**src/rtl/pipe_ctrl_pkg.sv**
```systemverilog
// Shared definitions for the pipeline hold/flush controller: hold-level encodings,
// bus widths, reset polarity and controller state encodings.
package pipe_ctrl_pkg;

   localparam int   InstAddrBus = 32;
   localparam int   HoldFlagBus = 3;
   localparam logic ResetEnable = 1'b1;

   typedef logic [HoldFlagBus-1:0] hold_t;

   localparam hold_t Hold_None = 3'd0;
   localparam hold_t Hold_PC   = 3'd1;
   localparam hold_t Hold_IF   = 3'd2;
   localparam hold_t Hold_ID   = 3'd3;

   typedef enum logic [1:0] {
      ST_IDLE  = 2'd0,
      ST_STALL = 2'd1,
      ST_FLUSH = 2'd2
   } state_t;

   typedef logic [3:0] flush_cnt_t;

   // State entered after any redirect: a zero-length flush goes straight back to IDLE.
   function automatic state_t redirect_state(input int flush_cycles);
      return (flush_cycles == 0) ? ST_IDLE : ST_FLUSH;
   endfunction

endpackage

```
**src/rtl/pipe_ctrl_if.sv**
```systemverilog
// Request/response bundle between the hazard sources (EX, bus, interrupt controller)
// and pipe_ctrl; master = requesters, slave = pipe_ctrl.
interface pipe_ctrl_if;
   import pipe_ctrl_pkg::*;

   logic                   i_jump_flag;
   logic [InstAddrBus-1:0] i_jump_addr;
   logic                   i_hold_flag_ex;
   logic                   i_bus_wait;
   logic                   i_irq_req;
   logic [InstAddrBus-1:0] i_irq_addr;

   hold_t                  o_hold_flag;
   logic                   o_jump_flag;
   logic [InstAddrBus-1:0] o_jump_addr;
   logic                   o_irq_ack;
   logic                   o_timeout;

   modport master (
      output i_jump_flag, i_jump_addr, i_hold_flag_ex, i_bus_wait, i_irq_req, i_irq_addr,
      input  o_hold_flag, o_jump_flag, o_jump_addr, o_irq_ack, o_timeout
   );

   modport slave (
      input  i_jump_flag, i_jump_addr, i_hold_flag_ex, i_bus_wait, i_irq_req, i_irq_addr,
      output o_hold_flag, o_jump_flag, o_jump_addr, o_irq_ack, o_timeout
   );

endinterface

```
**src/rtl/pipe_ctrl_timer.sv**
```systemverilog
// Saturating consecutive-stall counter with a sticky timeout flag; only instantiated
// by pipe_ctrl when PIPE_CTRL_TIMEOUT_EN is defined.
module pipe_ctrl_timer #(
   parameter int TIMEOUT_CYCLES = 1024
) (
   input  logic i_Clk,
   input  logic i_reset,
   input  logic stall,
   output logic timeout
);

   localparam int            CntW    = $clog2(TIMEOUT_CYCLES + 1);
   localparam logic [CntW-1:0] CntSat  = CntW'(TIMEOUT_CYCLES);
   localparam logic [CntW-1:0] CntLast = CntW'(TIMEOUT_CYCLES - 1);

   logic [CntW-1:0] stall_cnt_q;

   // The flag sets on the edge closing the TIMEOUT_CYCLES-th stall cycle.
   always_ff @(posedge i_Clk) begin
      if (i_reset) begin
         stall_cnt_q <= '0;
         timeout     <= 1'b0;
      end else begin
         if (!stall)
            stall_cnt_q <= '0;
         else if (stall_cnt_q != CntSat)
            stall_cnt_q <= stall_cnt_q + CntW'(1);
         if (stall && (stall_cnt_q == CntLast))
            timeout <= 1'b1;
      end
   end

endmodule

```
**src/rtl/pipe_ctrl.sv**
```systemverilog
// Pipeline hold/flush controller: Mealy arbitration of redirects, stalls and interrupts
// with a stretched IF flush. Optional stall timeout under PIPE_CTRL_TIMEOUT_EN.
module pipe_ctrl
   import pipe_ctrl_pkg::*;
#(
   parameter int FLUSH_CYCLES   = 1,
   parameter int TIMEOUT_CYCLES = 1024
) (
   input  logic        i_Clk,
   input  logic        i_reset,
   pipe_ctrl_if.slave  bus
);

   localparam flush_cnt_t FlushLoad     = flush_cnt_t'(FLUSH_CYCLES);
   localparam state_t     RedirectState = redirect_state(FLUSH_CYCLES);

   state_t                 state_q, state_d;
   flush_cnt_t             flush_cnt_q, flush_cnt_d;
   logic                   rst_act;
   logic                   flush_pend;
   logic                   stall_req;
   hold_t                  hold_flag;
   logic                   jump_flag;
   logic [InstAddrBus-1:0] jump_addr;
   logic                   irq_ack;

   assign rst_act = (i_reset == ResetEnable);

   // A STALL that interrupted a flush keeps its nonzero count and resumes the flush.
   assign flush_pend = (state_q == ST_FLUSH) ||
                       ((state_q == ST_STALL) && (flush_cnt_q != '0));

   always_comb begin
      hold_flag   = Hold_None;
      jump_flag   = 1'b0;
      jump_addr   = '0;
      irq_ack     = 1'b0;
      stall_req   = 1'b0;
      state_d     = ST_IDLE;
      flush_cnt_d = flush_cnt_q;
      if (rst_act) begin
         flush_cnt_d = '0;
      end else if (bus.i_jump_flag) begin
         jump_flag   = 1'b1;
         jump_addr   = bus.i_jump_addr;
         hold_flag   = Hold_ID;
         state_d     = RedirectState;
         flush_cnt_d = FlushLoad;
      end else if (bus.i_hold_flag_ex) begin
         hold_flag = Hold_ID;
         stall_req = 1'b1;
         state_d   = ST_STALL;
      end else if (bus.i_bus_wait) begin
         hold_flag = Hold_PC;
         stall_req = 1'b1;
         state_d   = ST_STALL;
      end else if (flush_pend) begin
         hold_flag   = Hold_IF;
         flush_cnt_d = flush_cnt_q - flush_cnt_t'(1);
         state_d     = (flush_cnt_q == flush_cnt_t'(1)) ? ST_IDLE : ST_FLUSH;
      end else if (bus.i_irq_req) begin
         irq_ack     = 1'b1;
         jump_flag   = 1'b1;
         jump_addr   = bus.i_irq_addr;
         hold_flag   = Hold_ID;
         state_d     = RedirectState;
         flush_cnt_d = FlushLoad;
      end else begin
         flush_cnt_d = '0;
      end
   end

   always_ff @(posedge i_Clk) begin
      if (rst_act) begin
         state_q     <= ST_IDLE;
         flush_cnt_q <= '0;
      end else begin
         state_q     <= state_d;
         flush_cnt_q <= flush_cnt_d;
      end
   end

   assign bus.o_hold_flag = hold_flag;
   assign bus.o_jump_flag = jump_flag;
   assign bus.o_jump_addr = jump_addr;
   assign bus.o_irq_ack   = irq_ack;

`ifdef PIPE_CTRL_TIMEOUT_EN
   logic timeout_q;

   pipe_ctrl_timer #(
      .TIMEOUT_CYCLES (TIMEOUT_CYCLES)
   ) u_timer (
      .i_Clk   (i_Clk),
      .i_reset (rst_act),
      .stall   (stall_req),
      .timeout (timeout_q)
   );

   assign bus.o_timeout = timeout_q & ~rst_act;
`else
   logic unused_timeout_cfg;
   assign unused_timeout_cfg = (TIMEOUT_CYCLES > 0) ^ stall_req;
   assign bus.o_timeout      = 1'b0;
`endif

endmodule

```
**src/flat_wrapper.sv**
```systemverilog
// flat-port wrapper written by rule: the top's interface ports become plain ports
module pipe_ctrl_flat import pipe_ctrl_pkg::*;
#(
   parameter int FLUSH_CYCLES   = 1,
   parameter int TIMEOUT_CYCLES = 1024
)
  (i_Clk, i_reset, bus_i_jump_flag, bus_i_jump_addr, bus_i_hold_flag_ex, bus_i_bus_wait, bus_i_irq_req, bus_i_irq_addr, bus_o_hold_flag, bus_o_jump_flag, bus_o_jump_addr, bus_o_irq_ack, bus_o_timeout);
  pipe_ctrl_if bus_i ();
  input  logic i_Clk;
  input  logic i_reset;
  input wire logic [$bits(bus_i.i_jump_flag)-1:0] bus_i_jump_flag;
  input wire logic [$bits(bus_i.i_jump_addr)-1:0] bus_i_jump_addr;
  input wire logic [$bits(bus_i.i_hold_flag_ex)-1:0] bus_i_hold_flag_ex;
  input wire logic [$bits(bus_i.i_bus_wait)-1:0] bus_i_bus_wait;
  input wire logic [$bits(bus_i.i_irq_req)-1:0] bus_i_irq_req;
  input wire logic [$bits(bus_i.i_irq_addr)-1:0] bus_i_irq_addr;
  output wire logic [$bits(bus_i.o_hold_flag)-1:0] bus_o_hold_flag;
  output wire logic [$bits(bus_i.o_jump_flag)-1:0] bus_o_jump_flag;
  output wire logic [$bits(bus_i.o_jump_addr)-1:0] bus_o_jump_addr;
  output wire logic [$bits(bus_i.o_irq_ack)-1:0] bus_o_irq_ack;
  output wire logic [$bits(bus_i.o_timeout)-1:0] bus_o_timeout;
  assign bus_i.i_jump_flag = bus_i_jump_flag;
  assign bus_i.i_jump_addr = bus_i_jump_addr;
  assign bus_i.i_hold_flag_ex = bus_i_hold_flag_ex;
  assign bus_i.i_bus_wait = bus_i_bus_wait;
  assign bus_i.i_irq_req = bus_i_irq_req;
  assign bus_i.i_irq_addr = bus_i_irq_addr;
  assign bus_o_hold_flag = bus_i.o_hold_flag;
  assign bus_o_jump_flag = bus_i.o_jump_flag;
  assign bus_o_jump_addr = bus_i.o_jump_addr;
  assign bus_o_irq_ack = bus_i.o_irq_ack;
  assign bus_o_timeout = bus_i.o_timeout;
  pipe_ctrl #(.FLUSH_CYCLES(FLUSH_CYCLES), .TIMEOUT_CYCLES(TIMEOUT_CYCLES)) u_core (.i_Clk(i_Clk), .i_reset(i_reset), .bus(bus_i));
endmodule
```
**config.mk**
```make
export PLATFORM = sky130hd
export DESIGN_NAME = pipe_ctrl_flat
export DESIGN_NICKNAME = d
export VERILOG_FILES = /design/src/rtl/pipe_ctrl_pkg.sv /design/src/rtl/pipe_ctrl_if.sv /design/src/rtl/pipe_ctrl_timer.sv /design/src/rtl/pipe_ctrl.sv /design/src/flat_wrapper.sv
export SDC_FILE = /design/constraint.sdc
export NUM_CORES = 1
export LEC_CHECK = 0
export ABC_AREA = 1
export BUFFER_PORTS_ARGS = -buffer_cell sky130_fd_sc_hd__buf_2
export CORE_MARGIN = 2
export CORE_UTILIZATION = 38
export CTS_BUF_LIST = sky130_fd_sc_hd__clkbuf_4
export CTS_CLUSTER_SIZE = 25
export DETAILED_ROUTE_END_ITERATION = 10
export GPL_ROUTABILITY_DRIVEN = 0
export GPL_TIMING_DRIVEN = 0
export PLACE_DENSITY_LB_ADDON = 0.25
export SETUP_SLACK_MARGIN = 0.4
export SLEW_MARGIN = 10
export SYNTH_ARGS = -nofsm -noshare
export SYNTH_HDL_FRONTEND = slang
export SYNTH_HIERARCHICAL = 1
export SYNTH_SLANG_ARGS = --single-unit
```
**constraint.sdc**
```tcl
create_clock -name i_Clk -period 1.9 [get_ports i_Clk]
set_clock_uncertainty 0.05 [all_clocks]
set_input_delay 0.285 -clock i_Clk [delete_from_list [all_inputs] [get_ports i_Clk]]
set_output_delay 0.285 -clock i_Clk [all_outputs]
set_load 0.01 [all_outputs]
```
==> flow_summary.json, run 1 <==
{
  "setup_tns_ns": -0.394,
  "ant_nets": 0,
  "cp_max_fo": 7,
  "start_kind": "flip-flop",
  "h-tree-depth": 1,
  "ys.warnings.count": 6,
  "grt_use_met1": 0.276,
  "cts.sinks": 6,
  "path_clk_slew_ns": 0.05,
  "setup_viol": 27,
  "post-route-period-util": 1.01,
  "syn_area_sq_mm": 0.00113,
  "drv_cap": 0,
  "setup.worst_path.start": "u_core/flush_cnt_q[0]$_SDFFE_PP0P_",
  "post-place-ws_ns": 0.0163,
  "setup_ws_ns": -0.0280,
  "die-area_sq_mm": 0.00343,
  "worst_hold_slack_ns": 0.284,
  "fp.dieW_um": 58.6,
  "status": "finished, violations left",
  "cts-buffers-inserted": 3,
  "rsz0062_at_grt": "true",
  "coreArea_sq_mm": 0.00278,
  "r2r-start": "u_core/flush_cnt_q[1]$_SDFFE_PP0P_",
  "dp_hpwl_um": 2820,
  "top_usage_layer": "met2",
  "fin_crit_ns": 1.93,
  "avgSynthCellArea_sq_um": 5.57,
  "synthCells": 203,
  "report.final.slew_viol_count": 0,
  "worst_pin_slew_ns": 0.652,
  "end_kind": "primary output",
  "ys_ff_latch": 6,
  "seq_area_frac_synth": 0.106,
  "max_freq_ghz": 0.519,
  "worstPathRequired_ns": 1.56,
  "drt_iter0_drc": 99,
  "viasPerCell": 4.73,
  "nets": 395,
  "io_pins": 108,
  "hold_path_class": "in2reg",
  "hold_buffers": 0,
  "synth-edff-count": 0,
  "grt_usage": 0.220,
  "yosysUniqueCellTypes": 22,
  "remaining_drc_errors": 0,
  "grt_pass1_wl_um": 6070,
  "tritoncts": "yes",
  "finalWirelength_um": 3770,
  "p_total_uw": 624,
  "start_util": 0.407,
  "placed_cells": 339,
  "vias": 1666,
  "gr-usage-met3": 0.0330,
  "crit_arrival_ns": 1.59,
  "critPathKind": "reg2out",
  "slew-limit-headroom": 0.565,
  "grt_pass1_vias": 1422,
  "antennaDiodeCount": 0,
  "portBuffers": 104,
  "async_flop_share": 0,
  "drt_pass1_iterations": 4,
  "synthFlopType": "dfxtp_1",
  "drive_gt1_frac": 0.526,
  "antenna_found_initial": 0,
  "vdd_drop_max_uv": 414,
  "die_y_um": 58.6,
  "overflow": 0,
  "clockRootBuffer": "clkbuf_4",
  "avgRoutedWirePerCell_um": 10.7,
  "gr-usage-met2": 0.400,
  "min_from": "i_reset",
  "grt_max_degree": 11,
  "p_leak_uw": 0.00101,
  "rows": 19,
  "hold_violations": 0,
  "final_cells": 352,
  "cts_buffer_depth": 2,
  "insertion_delay_ns": 0.25,
  "syn2layout_area_growth_pct": 67.9,
  "powerDensity_mw_per_mm2": 328,
  "violations": "negative setup slack"
}
==> routing by layer <==
layer | up-vias | routed length [um]
met3 | 2 | 318
met5 | - | 0
li1 | 872 | -
met4 | 0 | 17
met2 | 70 | 1890
met1 | 722 | 1550
==> through the flow <==
step / cell area (sq um) / util
final: 1900 / 0.683
after global routing: 1900 / 0.683
after CTS: 1890 / 0.681
after detailed placement: 1790 / 0.643
after global placement: 1790 / 0.643
after floorplan: 1230 / -
==> cell usage in the layout, fill, tap and decap left out <==
| cell | count |
|---|---|
| buf_2 | 104 |
| nand2_1 | 68 |
| o21a_1 | 31 |
| nor2_2 | 30 |
| nor2_1 | 16 |
| buf_4 | 12 |
| inv_1 | 8 |
| buf_6 | 7 |
| clkbuf_1 | 6 |
| a21oi_1 | 5 |
| nand3_1 | 4 |
| dfxtp_1 | 4 |
| clkbuf_4 | 3 |
| nand2_4 | 3 |
| inv_2 | 2 |
| nand4_1 | 2 |
| xor2_1 | 2 |
| conb_1 | 2 |
| dfxtp_2 | 2 |
| clkbuf_2 | 1 |
| clkinv_2 | 1 |
| nor2_8 | 1 |
| nand3_4 | 1 |
| a21oi_2 | 1 |
| a22oi_1 | 1 |
| o21ai_0 | 1 |
| nor3b_1 | 1 |
| ha_4 | 1 |
| ha_1 | 1 |
==> registers in the layout, indices dropped and copies added (netlist names) <==
signal,flops
u_core/flush_cnt_q,4
u_core/state_q,2
==> cell type report <==
class                      count  area, sq um
multi-input combinational    171          956
fill                         278          882
timing repair buffer         114          596
sequential                     6          123
buffer                        16          121
inverter                      11         42.5
tap                           31         38.8
clock buffer                   3         22.5
==> cell usage after synthesis, types with 4 or more instances <==
cell | number | area (sq um)
nor2_1 | 46 | 173
buf_6 | 7 | 78.8
clkbuf_1 | 7 | 26.3
inv_1 | 10 | 37.5
o21a_1 | 31 | 233
dfxtp_1 | 6 | 120
nand2_1 | 69 | 259
a21oi_1 | 6 | 30.0
nand3_1 | 4 | 20.0
==> where the power goes <==
| group | leakage, uW | total [uW] | switching, uW | internal [uW] |
|---|---|---|---|---|
| sequential | 0.0000500 | 136 | 3.95 | 132 |
| clock | 0.0000138 | 122 | 50.5 | 71.8 |
| combinational | 0.000945 | 365 | 188 | 177 |
==> path summary, 6_finish.rpt <==
| kind | endpoint | slack (ns) | depth (start not counted) |
|---|---|---|---|
| worst max register to register | u_core/state_q[1]$_SDFF_PP0_ | 0.56 | 8 |
| worst min register to register | u_core/flush_cnt_q[3]$_SDFFE_PP0P_ | 0.57 | 2 |
| worst max-delay path | bus_o_jump_addr[2] | -0.03 | 9 |
| worst min-delay path | u_core/flush_cnt_q[1]$_SDFFE_PP0P_ | 0.28 | 4 |
==> critical path, cell delays in order, from the launching register on <==
cell	delay (ns)
dfxtp_2	0.32
inv_2	0.07
ha_4	0.15
nand2_4	0.05
nand2_4	0.07
nand3_4	0.12
buf_4	0.19
o21a_1	0.17
nor2_2	0.07
buf_2	0.13
==> cell families (layout without fill, tap and decap cells) <==
family / Yosys count / in the layout / share of synthesized area
XOR/XNOR: 2 / 2 / 0.0155
flip-flops: 6 / 6 / 0.106
AO/OA/AOI/OAI: 39 / 39 / 0.243
buffers and inverters: 27 / 144 / 0.144
other: 1 / 2 / 0.00332
adder cells (fa/ha/maj): 2 / 2 / 0.0221
AND/OR/NAND/NOR: 126 / 126 / 0.466
==> repair_timing <==
item | 4_1_cts | 5_1_grt
cloned | 2 | 0
setup endpoints to repair | 36 | 36
pin swaps | 4 | 0
resized for setup | 4 | 3
buffers inserted | 8 | 0
No activity file was read; power rests on OpenSTA's default activity.
==> run 2: changes to the inputs <==
- CORE_UTILIZATION: 38 -> 40
- SYNTH_HIERARCHICAL: 1 -> unset
==> flow_summary.json, run 2 <==
{
  "status": "finished, violations left",
  "violations": "negative setup slack",
  "nets": 455,
  "drive_gt1_frac": 0.472,
  "reg_top3": "u_core.flush_cnt_q x4, u_core.state_q x2",
  "fp.dieW_um": 60.5,
  "worst_hold_slack_ns": 0.299,
  "grt_pass1_wl_um": 5350,
  "rr_worst_depth": 9,
  "slowest_stage": "dfxtp_2",
  "final_common_cell": "buf_2",
  "max_stage_delay_ns": 0.32,
  "nFillCells": 319,
  "p_int_uw": 363,
  "synth-edff-count": 0,
  "portBuffers": 105,
  "rows": 20,
  "end_kind": "primary output",
  "post-place-ws_ns": 0.142,
  "crit_top_cell": "nor2_1",
  "tritoncts": "yes",
  "drv_cap": 0,
  "seq_power_share": 0.222,
  "hold_depth": 4,
  "combPwrFrac": 0.562,
  "hold_path_class": "in2reg",
  "largest_register": "u_core.flush_cnt_q",
  "start_kind": "flip-flop",
  "grt_max_degree": 11,
  "dp_hpwl_um": 2850,
  "avgRoutedWirePerCell_um": 9.07,
  "crit_chain": "inv_2 -> ha_4 -> nand2_2 -> nand2_4 -> nand4_4 -> clkbuf_16 -> nor2_4 -> nor2_1 -> nor2_1 -> buf_2",
  "ys_ff_latch": 6,
  "vias": 1767,
  "pwr-share-clk": 0.215,
  "yosysUniqueCellTypes": 23,
  "coreArea_sq_mm": 0.00305,
  "die-area_sq_mm": 0.00366,
  "rrSetupSlack_ns": 0.51,
  "max_freq_ghz": 0.501,
  "drt_pass1_iterations": 4,
  "met1_length_um": 1600,
  "start_util": 0.418,
  "clockRootBuffer": "clkbuf_4",
  "rsz0062_at_grt": "true",
  "wl_met3_um": 283,
  "ys.warnings.count": 0,
  "syn_area_sq_mm": 0.00128,
  "seq_area_frac_synth": 0.0941,
  "remaining_drc_errors": 0,
  "syn2layout_area_growth_pct": 63.7,
  "finalWirelength_um": 3860,
  "viasPerCell": 4.16,
  "cp_top_family": "simple AND/OR/NAND/NOR gates",
  "grt_usage": 0.182,
  "yosys.area.top_type": "inv_1",
  "routed.top_layer": "met4",
  "ys_top_cells_by_count": "inv_1, nor2_1, nand2_1",
  "insertion_delay_ns": 0.26,
  "cts_buffer_depth": 2,
  "setup_viol": 31,
  "hold_buffers": 0,
  "drt_iter0_drc": 34,
  "die_y_um": 60.5,
  "critPathKind": "reg2out",
  "fin_crit_ns": 2.00,
  "hold_violations": 0,
  "cp_max_fo": 6,
  "overflow": 0,
  "power_switching_uw": 248,
  "min_from": "i_reset",
  "met2_length_um": 1910,
  "grt_pass1_vias": 1373,
  "antenna_found_initial": 0,
  "r2r-start": "u_core.flush_cnt_q[1]$_SDFFE_PP0P_",
  "path_buf_inv": 3,
  "reg2reg_to": "u_core.flush_cnt_q[3]$_SDFFE_PP0P_",
  "powerDensity_mw_per_mm2": 292,
  "hold_end": "u_core.flush_cnt_q[1]$_SDFFE_PP0P_",
  "synthCells": 262,
  "worstPathRequired_ns": 1.56,
  "report.final.slew_viol_count": 0,
  "crit_arrival_ns": 1.66,
  "post-route-period-util": 1.05,
  "switching_share": 0.406,
  "antennaDiodeCount": 0,
  "async_flop_share": 0,
  "synth_area_leaders": "inv_1, nor2_1, nor2_2, nand2_1, dfxtp_1",
  "io_pins": 108,
  "setup_tns_ns": -1.80,
  "yosysTopAreaCellShare": 0.215,
  "cts-buffers-inserted": 3,
  "h-tree-depth": 1,
  "largest_reg_flops": 4,
  "vdd_drop_max_uv": 133,
  "cts.sinks": 6,
  "p_leak_uw": 0.00143,
  "ant_nets": 0,
  "final_cell_mix": "buf_2, inv_1, nor2_1, nand2_1, nor2_2",
  "setup_ws_ns": -0.0964,
  "synthFlopType": "dfxtp_1",
  "avgSynthCellArea_sq_um": 4.87,
  "path_clk_slew_ns": 0.06
}
-- run 2: worst max-delay path by stage --
stage                                                   from                  end  slack [ns]  depth (start not counted)
after CTS                 u_core.flush_cnt_q[1]$_SDFFE_PP0P_  bus_o_jump_addr[21]       -0.06                         10
after floorplan           u_core.flush_cnt_q[1]$_SDFFE_PP0P_  bus_o_jump_addr[12]        0.36                          9
after detailed placement                             i_reset  bus_o_jump_addr[27]        0.14                          5
final                     u_core.flush_cnt_q[1]$_SDFFE_PP0P_  bus_o_jump_addr[15]        -0.1                         10
after global routing      u_core.flush_cnt_q[1]$_SDFFE_PP0P_  bus_o_jump_addr[25]       -0.20                         10
after global placement                               i_reset  bus_o_jump_addr[29]        0.14                          5
-- run 2: routing by layer --
| metal | track usage | up-vias |
|---|---|---|
| met1 | 0.211 | 730 |
| met3 | 0.0405 | 8 |
| li1 | - | 964 |
| met5 | 0 | - |
| met4 | 0.0466 | 0 |
| met2 | 0.339 | 65 |
-- run 2: tightest hold or removal path: stages --
cell    delay (ns)
buf_2         0.10
nor2_1        0.05
inv_1         0.08
nor2_1        0.05
-- run 2: timing repair --
item / 4_1_cts / 5_1_grt
pin swaps: 1 / 2
gates resized for setup: 6 / 17
setup buffers: 5 / 4
cloned: 0 / 1
endpoints found under the setup margin: 36 / 36
-- run 2: power by group through the flow --
stage          Combinational (uW)  Sequential [uW]  Clock [uW]
2_1_floorplan                 183              138           0
3_3_place_gp                  304              139           0
3_5_place_dp                  308              139           0
4_1_cts                       324              136         130
5_1_grt                       386              136         135
6_report                      344              136         132
-- run 2: logic make-up (layout without fill, tap and decap cells) --
group,Yosys count,after routing,synth area share
flip-flops,6,6,0.0941
other,1,2,0.00294
AND/OR/NAND/NOR,153,153,0.544
adder cells (fa/ha/maj),2,2,0.0196
XOR/XNOR,1,1,0.00686
AO/OA/AOI/OAI,12,12,0.0490
buffers and inverters,87,205,0.283
-- run 2: through the flow --
stage | instances | power, uW | util | instance area (sq um)
floorplan | 263 | 321 | - | 1310
global placement | 412 | 443 | 0.619 | 1890
detailed placement | 412 | 447 | 0.619 | 1890
CTS | 420 | 589 | 0.645 | 1970
global route | 425 | 657 | 0.684 | 2090
finish | 425 | 611 | 0.684 | 2090
-- run 2: area by class of cell --
type | count | area [sq um] | share of cell area
multi-input combinational | 170 | 902 | 0.432
sequential | 6 | 123 | 0.0587
clock buffer | 3 | 22.5 | 0.0108
timing repair buffer | 115 | 618 | 0.296
tap | 44 | 55.1 | 0.0263
buffer | 13 | 91.3 | 0.0437
inverter | 74 | 278 | 0.133
==> run 3: changes to the inputs <==
--- a/constraint.sdc
+++ b/constraint.sdc
@@ -4,2 +4,2 @@
 set_output_delay 0.285 -clock i_Clk [all_outputs]
-set_load 0.01 [all_outputs]
+set_load 0.1 [all_outputs]
==> flow_summary.json, run 3 <==
{
  "post_cts_buffers": 9,
  "avgSynthCellArea_sq_um": 4.87,
  "synth-edff-count": 0,
  "rows": 20,
  "error": "[ERROR DPL-0033] detailed placement checks failed during check placement.",
  "io_pins": 108,
  "hold_buffers": 0,
  "fp.dieW_um": 60.5,
  "clockRootBuffer": "clkbuf_4",
  "synthFlopType": "dfxtp_1",
  "dp_hpwl_um": 3040,
  "cts_resized": 178,
  "lastStage": "4_1_cts",
  "start_util": 0.418,
  "placed_area_sq_mm": 0.00220,
  "status": "aborted with a tool error",
  "die_y_um": 60.5,
  "seq_area_frac_synth": 0.0941,
  "syn_area_sq_mm": 0.00128,
  "yosys.area.top_type": "inv_1",
  "yosysUniqueCellTypes": 23,
  "portBuffers": 105,
  "ys_ff_latch": 6,
  "yosysTopAreaCellShare": 0.215,
  "cts-buffers-inserted": 3,
  "cts_buffer_depth": 2,
  "h-tree-depth": 1,
  "ys_top_cells_by_count": "inv_1, nor2_1, nand2_1",
  "synthCells": 262,
  "async_flop_share": 0,
  "synth_area_leaders": "inv_1, nor2_1, nor2_2, nand2_1, dfxtp_1",
  "cts.sinks": 6,
  "ys.warnings.count": 0
}
[run 3: cell counts after synthesis]
No cell type changed its count.
[run 3: cell families after synthesis]
kind of cell / Yosys count / synth area share
other: 1 / 0.00294
and+or+nand+nor: 153 / 0.544
DFF: 6 / 0.0941
xor gates and xnor gates: 1 / 0.00686
adders and majority gates: 2 / 0.0196
buffers and inverters: 87 / 0.283
AOI/OAI and AO/OA: 12 / 0.0490
[run 3: stage by stage]
stage,worst slack [ns],hold slack [ns],instances,setup TNS (ns),util
floorplan,-0.00402,0.408,263,-0.00402,-
global placement,-0.313,0.439,412,-7.75,0.722
detailed placement,-0.314,0.461,412,-7.88,0.722
==> run 4: changes to the inputs <==
- CORE_AREA: unset -> 2 2 63 65
- CORE_MARGIN: 2 -> unset
- CORE_UTILIZATION: 40 -> unset
- CTS_BUF_LIST: sky130_fd_sc_hd__clkbuf_4 -> unset
- CTS_CLUSTER_SIZE: 25 -> unset
- DIE_AREA: unset -> 0 0 65 67
- PLACE_DENSITY_LB_ADDON: 0.25 -> 0.15
- SETUP_SLACK_MARGIN: 0.4 -> unset
==> flow_summary.json, run 4 (synthesis gave the netlist of run 2 again) <==
{
  "final_core_util": 0.796,
  "dp_hpwl_um": 3000,
  "report.final.slew_viol_count": 0,
  "cts.sinks": 6,
  "max_freq_ghz": 0.490,
  "tritoncts": "yes",
  "worstPathRequired_ns": 1.56,
  "drt_iter0_drc": 70,
  "grt_pass1_wl_um": 7260,
  "final_common_cell": "buf_2",
  "drt_pass1_iterations": 4,
  "hold_violations": 0,
  "insertion_delay_ns": 0.23,
  "avgRoutedWirePerCell_um": 10.5,
  "crit_arrival_ns": 1.71,
  "drv_cap": 0,
  "fin_crit_ns": 2.04,
  "ant_nets": 0,
  "slowest_stage": "dfxtp_1",
  "drive_gt1_frac": 0.620,
  "nets": 450,
  "hold_buffers": 0,
  "largest_register": "u_core.flush_cnt_q",
  "clockRootBuffer": "clkbuf_8",
  "placed_area_sq_mm": 0.00217,
  "p_int_uw": 550,
  "vdd_drop_max_uv": 229,
  "rrSetupSlack_ns": 0.55,
  "final_area_sq_mm": 0.00287,
  "combPwrFrac": 0.706,
  "rsz0062_at_grt": "true",
  "crit_chain": "inv_2 -> ha_4 -> nand2_4 -> nand2_4 -> nand4_4 -> buf_8 -> nor2_2 -> nor2_2 -> nor2_4 -> buf_12",
  "start_util": 0.354,
  "cp_max_fo": 10,
  "h-tree-depth": 1,
  "path_clk_slew_ns": 0.04,
  "antenna_found_initial": 0,
  "p_leak_uw": 0.00155,
  "coreArea_sq_mm": 0.00361,
  "fp.dieW_um": 65,
  "cts_buffer_depth": 2,
  "overflow": 0,
  "max_stage_delay_ns": 0.32,
  "final_cell_mix": "buf_2, inv_1, nor2_2, nand2_1, buf_12",
  "rows": 22,
  "remaining_drc_errors": 0,
  "finalWirelength_um": 4470,
  "slew-limit-headroom": 0.237,
  "hold_path_class": "in2reg",
  "syn2layout_area_growth_pct": 125,
  "setup_ws_ns": -0.142,
  "vias": 1771,
  "post-route-period-util": 1.07,
  "seq_power_share": 0.121,
  "grt_usage": 0.209,
  "violations": "negative setup slack",
  "io_pins": 108,
  "setup_viol": 32,
  "switching_share": 0.512,
  "antennaDiodeCount": 0,
  "worst_pin_slew_ns": 1.15,
  "portBuffers": 105,
  "cts-buffers-inserted": 3,
  "pwr-share-clk": 0.173,
  "reg_top3": "u_core.flush_cnt_q x4, u_core.state_q x2",
  "end_kind": "primary output",
  "start_kind": "flip-flop",
  "powerDensity_mw_per_mm2": 393,
  "power_switching_uw": 578,
  "die-area_sq_mm": 0.00436,
  "largest_reg_flops": 4,
  "viasPerCell": 4.18,
  "grt_pass1_vias": 1687,
  "critPathKind": "reg2out",
  "die_y_um": 67,
  "grt_max_degree": 11,
  "status": "finished, violations left"
}
[run 4: area by class of cell]
cell class | instances | area [sq um]
fill | 266 | 736
clock buffer | 3 | 41.3
inverter | 74 | 280
tap | 48 | 60.1
timing repair buffer | 110 | 1090
sequential | 6 | 124
multi-input combinational | 170 | 1180
buffer | 13 | 95.1
[run 4: timing repair]
action	CTS	global route
pin swaps	2	3
gates cloned	0	0
buffers inserted	1	4
gates resized for setup	145	34
endpoints found under the setup margin	36	36
[run 4: power groups by stage]
stage | combinational (uW) | sequential, uW | clock [uW]
2_1_floorplan | 507 | 138 | 0
3_3_place_gp | 630 | 139 | 0
4_1_cts | 754 | 137 | 194
5_1_grt | 842 | 138 | 208
3_5_place_dp | 635 | 139 | 0
6_report | 796 | 137 | 195
[run 4: worst paths after layout]
check                                startpoint                                 end  cells after the start
min                                     i_reset        u_core.state_q[0]$_SDFF_PP0_                      4
max          u_core.flush_cnt_q[1]$_SDFFE_PP0P_                  bus_o_jump_addr[4]                     10
min reg2reg  u_core.flush_cnt_q[2]$_SDFFE_PP0P_  u_core.flush_cnt_q[2]$_SDFFE_PP0P_                      2
max reg2reg  u_core.flush_cnt_q[1]$_SDFFE_PP0P_        u_core.state_q[1]$_SDFF_PP0_                      8
[run 4: layer usage]
layer / vias to the layer above / GRT usage / part of all wire
met4: 0 / 0.0346 / 0.0060
met2: 68 / 0.407 / 0.53
li1: 958 / - / -
met3: 4 / 0.0524 / 0.072
met5: - / 0 / 0
met1: 741 / 0.229 / 0.39
[run 4: worst max-delay path, delay by kind of cell, from the launching register on]
family / cells / cell delay, ns
and+or+nand+nor: 6 / 0.54
adders and majority gates: 1 / 0.15
DFF: 1 / 0.32
buffers and inverters: 3 / 0.47
[run 4: stage by stage]
stage          TNS, ns  power [uW]  setup slack, ns  std cells  hold WS (ns)
6_report         -3.45        1130           -0.142        424         0.337
5_1_grt          -6.51        1190           -0.231        424         0.371
4_1_cts          -3.77        1090           -0.142        420         0.328
3_5_place_dp    -13.76         774           -0.637        416         0.445
3_3_place_gp    -13.57         769           -0.633        416         0.439
2_1_floorplan    -5.46         645           -0.240        263         0.408
